$ cat src/rtl/demux1x9_reg_pkg.sv
// Shared constants and select decode for the 9-way selector/demux pair.
package demux1x9_reg_pkg;

  localparam int DEMUX_WIDTH     = 5;
  localparam int DEMUX_N_SLOT    = 9;
  localparam int DEMUX_SEL_W     = 4;
  localparam int DEMUX_LAST_SLOT = 8;

  // Codes 0-7 are direct, everything above folds onto the last slot.
  function automatic logic [DEMUX_SEL_W-1:0] target_of(input logic [DEMUX_SEL_W-1:0] s);
    return (s <= DEMUX_SEL_W'(7)) ? s : DEMUX_SEL_W'(DEMUX_LAST_SLOT);
  endfunction

endpackage

$ cat src/rtl/demux1x9_reg_dec4x9_onehot.sv
// Combinational select decode: 4-bit code to 9-bit one-hot plus alias flag.
module dec4x9_onehot
  import demux1x9_reg_pkg::*;
(
  input  logic [DEMUX_SEL_W-1:0]  sel,
  output logic [DEMUX_N_SLOT-1:0] onehot,
  output logic                    sel_hi
);

  logic [DEMUX_SEL_W-1:0] target;

  always_comb begin
    target = target_of(sel);
    onehot = '0;
    for (int k = 0; k < DEMUX_N_SLOT; k++) begin
      onehot[k] = (target == DEMUX_SEL_W'(k));
    end
    sel_hi = (sel > DEMUX_SEL_W'(DEMUX_LAST_SLOT));
  end

endmodule

$ cat src/rtl/demux1x9_reg.sv
// Registered 1-to-9 demultiplexer with per-slot valid flags.
// Optional write protection of valid slots: define DEMUX1X9_PROTECT_EN.
module demux1x9_reg
  import demux1x9_reg_pkg::*;
#(
  parameter int WIDTH  = DEMUX_WIDTH,
  parameter int N_SLOT = DEMUX_N_SLOT,
  parameter int SEL_W  = DEMUX_SEL_W
) (
  input  logic                      clk,
  input  logic                      reset,
  input  logic [WIDTH-1:0]          in_data,
  input  logic [SEL_W-1:0]          sel,
  input  logic                      wr_en,
  input  logic                      clr_valid,
  output logic [N_SLOT*WIDTH-1:0]   out_bus,
  output logic [N_SLOT-1:0]         valid,
  output logic                      sel_alias,
  output logic [SEL_W-1:0]          last_slot
`ifdef DEMUX1X9_PROTECT_EN
  ,
  output logic                      collision
`endif
);

  logic [N_SLOT-1:0]            onehot;
  logic                         sel_hi;
  logic                         wr_go;
  logic [N_SLOT-1:0][WIDTH-1:0] data_p1;
  logic [N_SLOT-1:0]            vld_p1;
  logic                         alias_p1;
  logic [SEL_W-1:0]             last_p1;

  dec4x9_onehot u_dec (
    .sel    (sel),
    .onehot (onehot),
    .sel_hi (sel_hi)
  );

`ifdef DEMUX1X9_PROTECT_EN
  logic hit;
  logic coll_p1;

  // A same-cycle clear frees the target slot, so the write goes through.
  assign hit   = |(onehot & vld_p1);
  assign wr_go = wr_en & (clr_valid | ~hit);

  always_ff @(posedge clk) begin
    if (reset) coll_p1 <= 1'b0;
    else       coll_p1 <= wr_en & ~clr_valid & hit;
  end

  assign collision = coll_p1;
`else
  assign wr_go = wr_en;
`endif

  // ---- stage p1: slot storage and status ----
  always_ff @(posedge clk) begin
    if (reset) begin
      data_p1  <= '0;
      vld_p1   <= '0;
      alias_p1 <= 1'b0;
      last_p1  <= '0;
    end else begin
      for (int k = 0; k < N_SLOT; k++) begin
        if (wr_go && onehot[k]) data_p1[k] <= in_data;
      end
      vld_p1 <= (clr_valid ? '0 : vld_p1) | (wr_go ? onehot : '0);
      if (wr_en && sel_hi) alias_p1 <= 1'b1;
      if (wr_go)           last_p1  <= target_of(sel);
    end
  end

  assign out_bus   = data_p1;
  assign valid     = vld_p1;
  assign sel_alias = alias_p1;
  assign last_slot = last_p1;

endmodule

$ cat config.mk
export PLATFORM = sky130hd
export DESIGN_NAME = demux1x9_reg
export DESIGN_NICKNAME = d
export VERILOG_FILES = /design/src/rtl/demux1x9_reg_pkg.sv /design/src/rtl/demux1x9_reg_dec4x9_onehot.sv /design/src/rtl/demux1x9_reg.sv
export SDC_FILE = /design/constraint.sdc
export NUM_CORES = 1
export LEC_CHECK = 0
export CORE_ASPECT_RATIO = 1.5
export CORE_MARGIN = 3
export CORE_UTILIZATION = 41
export DETAILED_ROUTE_END_ITERATION = 10
export HOLD_SLACK_MARGIN = 0.02
export PLACE_DENSITY = 0.71
export SLEW_MARGIN = 10
export SYNTH_ARGS = -nofsm -noshare
export SYNTH_HDL_FRONTEND = slang
export SYNTH_HIERARCHICAL = 1
export SYNTH_SLANG_ARGS = --single-unit
$ cat constraint.sdc
create_clock -name clk -period 3 [get_ports clk]
set_clock_uncertainty 0.15 [all_clocks]
set_input_delay 0.9 -clock clk [delete_from_list [all_inputs] [get_ports clk]]
set_output_delay 0.9 -clock clk [all_outputs]
set_load 0.05 [all_outputs]
== Word-level counts from Yosys, hierarchy flattened ==
Cells that the tools add are included.
W data, S select, Z words.

* Output and inout port bits: 59
* ROM bits: 0
* Word-level logic and storage cells: 37
* Input bits: 13
* Bits in latches: 0
* Register bits after elaboration: 59
* Memory bits (writable): 0
* Memories kept: 0

* $mul: 0
* Bitwise operators: 1
* Divide/modulo/power cells: 0
* Mux-type cells: 3
* Eq/ne operators: 8
* Reduce and logical (&&, ||, !) cells: 11
* Add/sub/neg operators: 0
* Shift operators: 0
* Order comparisons: 2

{| class="wikitable"
|+ Operators with widths
! operator !! count
|-
| $mux W9 || 2
|-
| $eq A4 B3 Y1 const B || 4
|-
| $logic_and A1 B1 Y1 || 10
|-
| $or A9 B9 Y9 || 1
|-
| $eq A4 B2 Y1 const B || 2
|-
| $eq A4 B1 Y1 const B || 1
|-
| $eq A4 B4 Y1 const B || 1
|-
| $gt A4 B4 Y1 const B || 1
|-
| $le A4 B3 Y1 const B || 1
|-
| $logic_not A4 Y1 || 1
|-
| $mux W4 || 1
|}

== Depth between registers and ports, before layout ==
Gate-level depths: netlist of run 1.

* Word-level depth: 5
* Gate-level depth with buffers: 4
* Mapped depth without buffers: 3

== Modules after synthesis ==
Netlist of run 1, hierarchy kept.

{| class="wikitable"
|+ By module, submodules not included
! module !! times used !! cells each !! seq. area each (um2) !! area each (um2)
|-
| demux1x9_reg || 1 || 210 || 1,181.1 || 2,341.0
|-
| dec4x9_onehot || 1 || 11 || 0.0 || 100.1
|}

== Worst setup path before layout of run 1 ==
Ideal clock, no wire load.

* Path type: input -> register
* From: input port sel[3]
* To: register data_p1, in the netlist out_bus[10]
* Cell stages on the path: 4
* Required time: 2,729 ps
* Arrival: 1,974 ps
* Setup slack: 755 ps
* Library setup time: 121 ps
* Buffers on the path: 1
* Cell sequence: buf_2 > nor4b_1 > nand2_8 > mux2i_1

* Cells in the longest elaborated chain, start to end: 4

{| class="wikitable"
|+ Ends and longest elaborated chain
! what !! line !! source
|-
| start, declared || demux1x9_reg.sv:13 || <nowiki>input logic [SEL_W-1:0] sel,</nowiki>
|-
| $le A4 B3 Y1 || demux1x9_reg_pkg.sv:11 || <nowiki>return (s <= DEMUX_SEL_W'(7)) ? s : DEMUX_SEL_W'(DEMUX_LAST_SLOT);</nowiki>
|-
| $mux W4 (*) || demux1x9_reg_pkg.sv:11 ||
|-
| $eq A4 B2 Y1 (*) || demux1x9_reg_dec4x9_onehot.sv:16 || <nowiki>onehot[k] = (target == DEMUX_SEL_W'(k));</nowiki>
|-
| net onehot[2] || demux1x9_reg.sv:26 || <nowiki>logic [N_SLOT-1:0] onehot;</nowiki>
|-
| $logic_and A1 B1 Y1 (*) || demux1x9_reg.sv:67 || <nowiki>if (wr_go && onehot[k]) data_p1[k] <= in_data;</nowiki>
|-
| end signal, assigned by index || demux1x9_reg.sv:67 ||
|-
| end, declared || demux1x9_reg.sv:29 || <nowiki>logic [N_SLOT-1:0][WIDTH-1:0] data_p1;</nowiki>
|}

The timed path passes the listed nets; every way through them passes the cells marked *.
A chain may end at the register's enable or synchronous reset.

== Worst setup path in the final report of run 1 ==
* From: register data_p1, in the netlist out_bus[29]
* To: output port out_bus[29]

{| class="wikitable"
|+ RTL lines
! what !! line !! source
|-
| end, declared || demux1x9_reg.sv:16 || <nowiki>output logic [N_SLOT*WIDTH-1:0] out_bus,</nowiki>
|}

No word-level cell between the ends.

==> flow_metrics.py, run 1 <==
metrics = {
    "run_status": {
        "status": "completed",
    },
    "synth": {
        "syn_inst": 221,
        "synth-seq-area-share_pct": 48.4,
        "ys_top_cells_by_area": "sky130_fd_sc_hd__dfxtp_1 48%, sky130_fd_sc_hd__mux2i_1 19%, sky130_fd_sc_hd__nand2b_1 16%, sky130_fd_sc_hd__nand2_8 4.1%, sky130_fd_sc_hd__a21oi_1 2.7%",
        "ys_warn_count": 6,
        "mean_syn_cell_area_sq_um": 11.0,
        "netlist_area_sq_um": 2440,
        "post_synth_most_frequent_cells": "62 x sky130_fd_sc_hd__nand2b_1, 59 x sky130_fd_sc_hd__dfxtp_1, 46 x sky130_fd_sc_hd__mux2i_1",
        "yosysMostFrequentCell": "sky130_fd_sc_hd__nand2b_1",
        "synth_nets": 234,
        "synth_top_area_share_pct": 48.4,
        "ys_ff_latch": 59,
        "synthDominantAreaCellType": "sky130_fd_sc_hd__dfxtp_1",
        "ys_dominant_reg_cell": "sky130_fd_sc_hd__dfxtp_1",
        "synth-edff-count": 0,
        "synthArstFlopShare_pct": 0,
        "synth.distinct_cells": 19,
    },
    "drt": {
        "vias_per_cell": 4.91,
        "antenna_violating_nets_remaining": 0,
        "drt_pre_antenna_iters": 4,
        "wl_mm": 5.60,
        "detailroute.via_count": 1802,
        "routedWlPerCell_microns": 15.3,
        "drc_errors": 0,
        "drt_iter0_markers": 82,
    },
    "critical_path": {
        "critical_path_peak_fanout": 2,
        "timing.critical_path.depth": 1,
        "cp_num_buf_inv": 1,
        "crit_type": "reg -> out",
        "timing.critical_path.cells": "clkdlybuf4s50_1",
        "timing.reg2reg.setup_slack_ns": 2.21,
        "worst_path_dominant_cell_family": "buffers and inverters",
        "r2r-end": "out_bus[3]",
        "critical_path.endpoint_type": "primary output",
        "timing.rr.start": "out_bus[3]",
        "setup.worst_path.start_class": "flop",
        "worst-endpoint-arrival_ns": 1.51,
        "data_required_time_of_the_worst_path_ns": 1.95,
        "r2r.worst_path.cells": 2,
        "timing.critical_path.slowest_cell_delay_ns": 0.82,
        "crit_path_top_delay_cell": "sky130_fd_sc_hd__clkdlybuf4s50_1",
    },
    "timing": {
        "finalCriticalPeriod_ns": 2.56,
        "worst_margin_slew_ns": 0.557,
        "timing.fmax_ghz": 0.390,
        "finalHoldViolations": 0,
        "final_number_of_max_transition_violations": 0,
        "max_slew_headroom_pct": 62.8,
        "timing.final.setup_violations": 0,
        "finalCritPeriodShare_pct": 85.4,
        "tns_ns": 0,
        "grt_setup_unrepaired": "false",
    },
    "placed_design": {
        "dpl_cell_area_sq_um": 3170,
        "place.detailed.instances": 351,
        "place_hpwl_mm": 3.84,
        "gp_congestion": 0.786,
        "io_buffer_count": 71,
    },
    "finish": {
        "multi_input_comb_area_sq_um": 1160,
        "post-route-util_pct": 60.9,
        "num_antenna_cells": 0,
        "layout.nets": 305,
        "register_area_sq_um": 1180,
        "syn_to_final_growth_pct": 40.1,
        "post_route_cells_drive_above_1_share_pct": 10.8,
        "layoutNonFillerInstCount": 367,
        "postLayoutCellArea_sq_um": 3420,
        "nFillCells": 499,
    },
    "floorplanning": {
        "die_h_microns": 101,
        "fp.coreArea_sq_um": 5620,
        "initial_utilization_pct": 43.5,
        "row_count": 33,
        "io_pins": 72,
        "fp.dieArea_sq_um": 6930,
        "width_of_the_die_microns": 69,
    },
    "min_path": {
        "hold_start": "last_slot[0]",
        "holdPathEnd": "last_slot[0]",
        "min_path_cells": 2,
        "hold_class": "reg -> reg",
    },
    "pwr": {
        "irDropWorstVdd_mv": 0.313,
        "p_total_w": 0.00187,
        "cellLeakagePower_nw": 1.43,
        "power.density_nw_per_um2": 546,
    },
    "cts": {
        "cts_hold_buf": 0,
        "clk_pin_slew_ns": 0.07,
        "htreeDepth": 3,
        "root_buffer": "sky130_fd_sc_hd__clkbuf_8",
        "numCtsBuffers": 9,
        "post-cts-setup-buffers": 0,
        "tritoncts": "yes",
        "cts_max_path_buffers": 2,
        "clkLatencyLatePin_ns": 0.33,
        "cts_resized": 0,
        "numClockSinks": 59,
    },
    "global_routing": {
        "grt_resource_usage_total_pct": 16.4,
        "antenna_found_initial": 0,
        "grt_pass1_wl_mm": 8.74,
        "pin_count_of_the_biggest_net_entering_global_routing": 27,
        "globalRouteOverflowTotal": 0,
        "grt_pass1_vias": 1785,
    },
    "flow_run": {
        "max_cap_viol_count": 0,
    },
}
## sequential cells by signal, summed over array words and instances (netlist names)
signal	flops
out_bus	45
valid	9
last_slot	4
sel_alias	1
## layout make-up
class	instances	area share, %
repair buffers	76	21.7
clock buffers	13	5.23
multi-input cells	146	34.0
well taps	70	2.56
clock inverters	3	1.98
flip-flops and latches	59	34.5
## how the worst max path moves through the flow
stage | end | start
CTS | out_bus[32] | out_bus[32]
global placement | out_bus[20] | sel[3]
floorplan | out_bus[10] | sel[3]
detailed placement | out_bus[8] | sel[3]
finish | out_bus[29] | out_bus[29]
global route | out_bus[32] | out_bus[32]
## metrics by stage
stage	setup slack, ns	hold slack (ns)
4_1_cts	0.420	0.325
5_1_grt	0.395	0.341
6_report	0.439	0.316
3_3_place_gp	0.325	0.300
2_1_floorplan	0.755	0.540
3_5_place_dp	0.270	0.315
## layer usage
metal / GRT usage [%] / share of wire [%] / vias to the layer above
li1: - / - / 889
met1: 19.2 / 43 / 854
met2: 26.9 / 49 / 49
met3: 3.89 / 4.9 / 10
met4: 10.4 / 2.6 / 0
met5: 0 / 0 / -
## cells by family after synthesis
family	Yosys count	share of synthesized area (%)
buffers and inverters	16	4.00
and+or+nand+nor	86	25.7
DFF	59	48.4
muxes	46	18.9
AOI/OAI and AO/OA	14	3.08
## layout by cell type (no fill, tap or decap)
cell type / instances
sky130_fd_sc_hd__clkdlybuf4s50_1: 70
sky130_fd_sc_hd__nand2b_1: 62
sky130_fd_sc_hd__dfxtp_1: 59
sky130_fd_sc_hd__mux2i_1: 46
sky130_fd_sc_hd__a21oi_1: 13
sky130_fd_sc_hd__clkbuf_8: 13
sky130_fd_sc_hd__nand2_8: 5
sky130_fd_sc_hd__buf_4: 5
sky130_fd_sc_hd__nand2_1: 4
sky130_fd_sc_hd__nand3b_1: 3
sky130_fd_sc_hd__nor4b_1: 3
sky130_fd_sc_hd__and4bb_2: 3
sky130_fd_sc_hd__and2_1: 2
sky130_fd_sc_hd__nor2_1: 2
sky130_fd_sc_hd__bufinv_16: 2
sky130_fd_sc_hd__clkinvlp_4: 1
sky130_fd_sc_hd__buf_2: 1
sky130_fd_sc_hd__and4b_2: 1
sky130_fd_sc_hd__nor4_1: 1
sky130_fd_sc_hd__o31a_2: 1
## where the power goes
| group | internal, W | switching, W |
|---|---|---|
| logic | 0.0000752 | 0.000118 |
| registers | 0.000799 | 0.00000865 |
| clock network | 0.000558 | 0.000308 |
| total | 0.00143 | 0.000435 |
Power figures use the tool's default switching activity.
==> run 2: changes to the inputs <==
CTS_CLUSTER_DIAMETER = 100   (was unset)
==> results of run 2 <==
The final DEF is identical to that of run 1; final timing and power are the same.
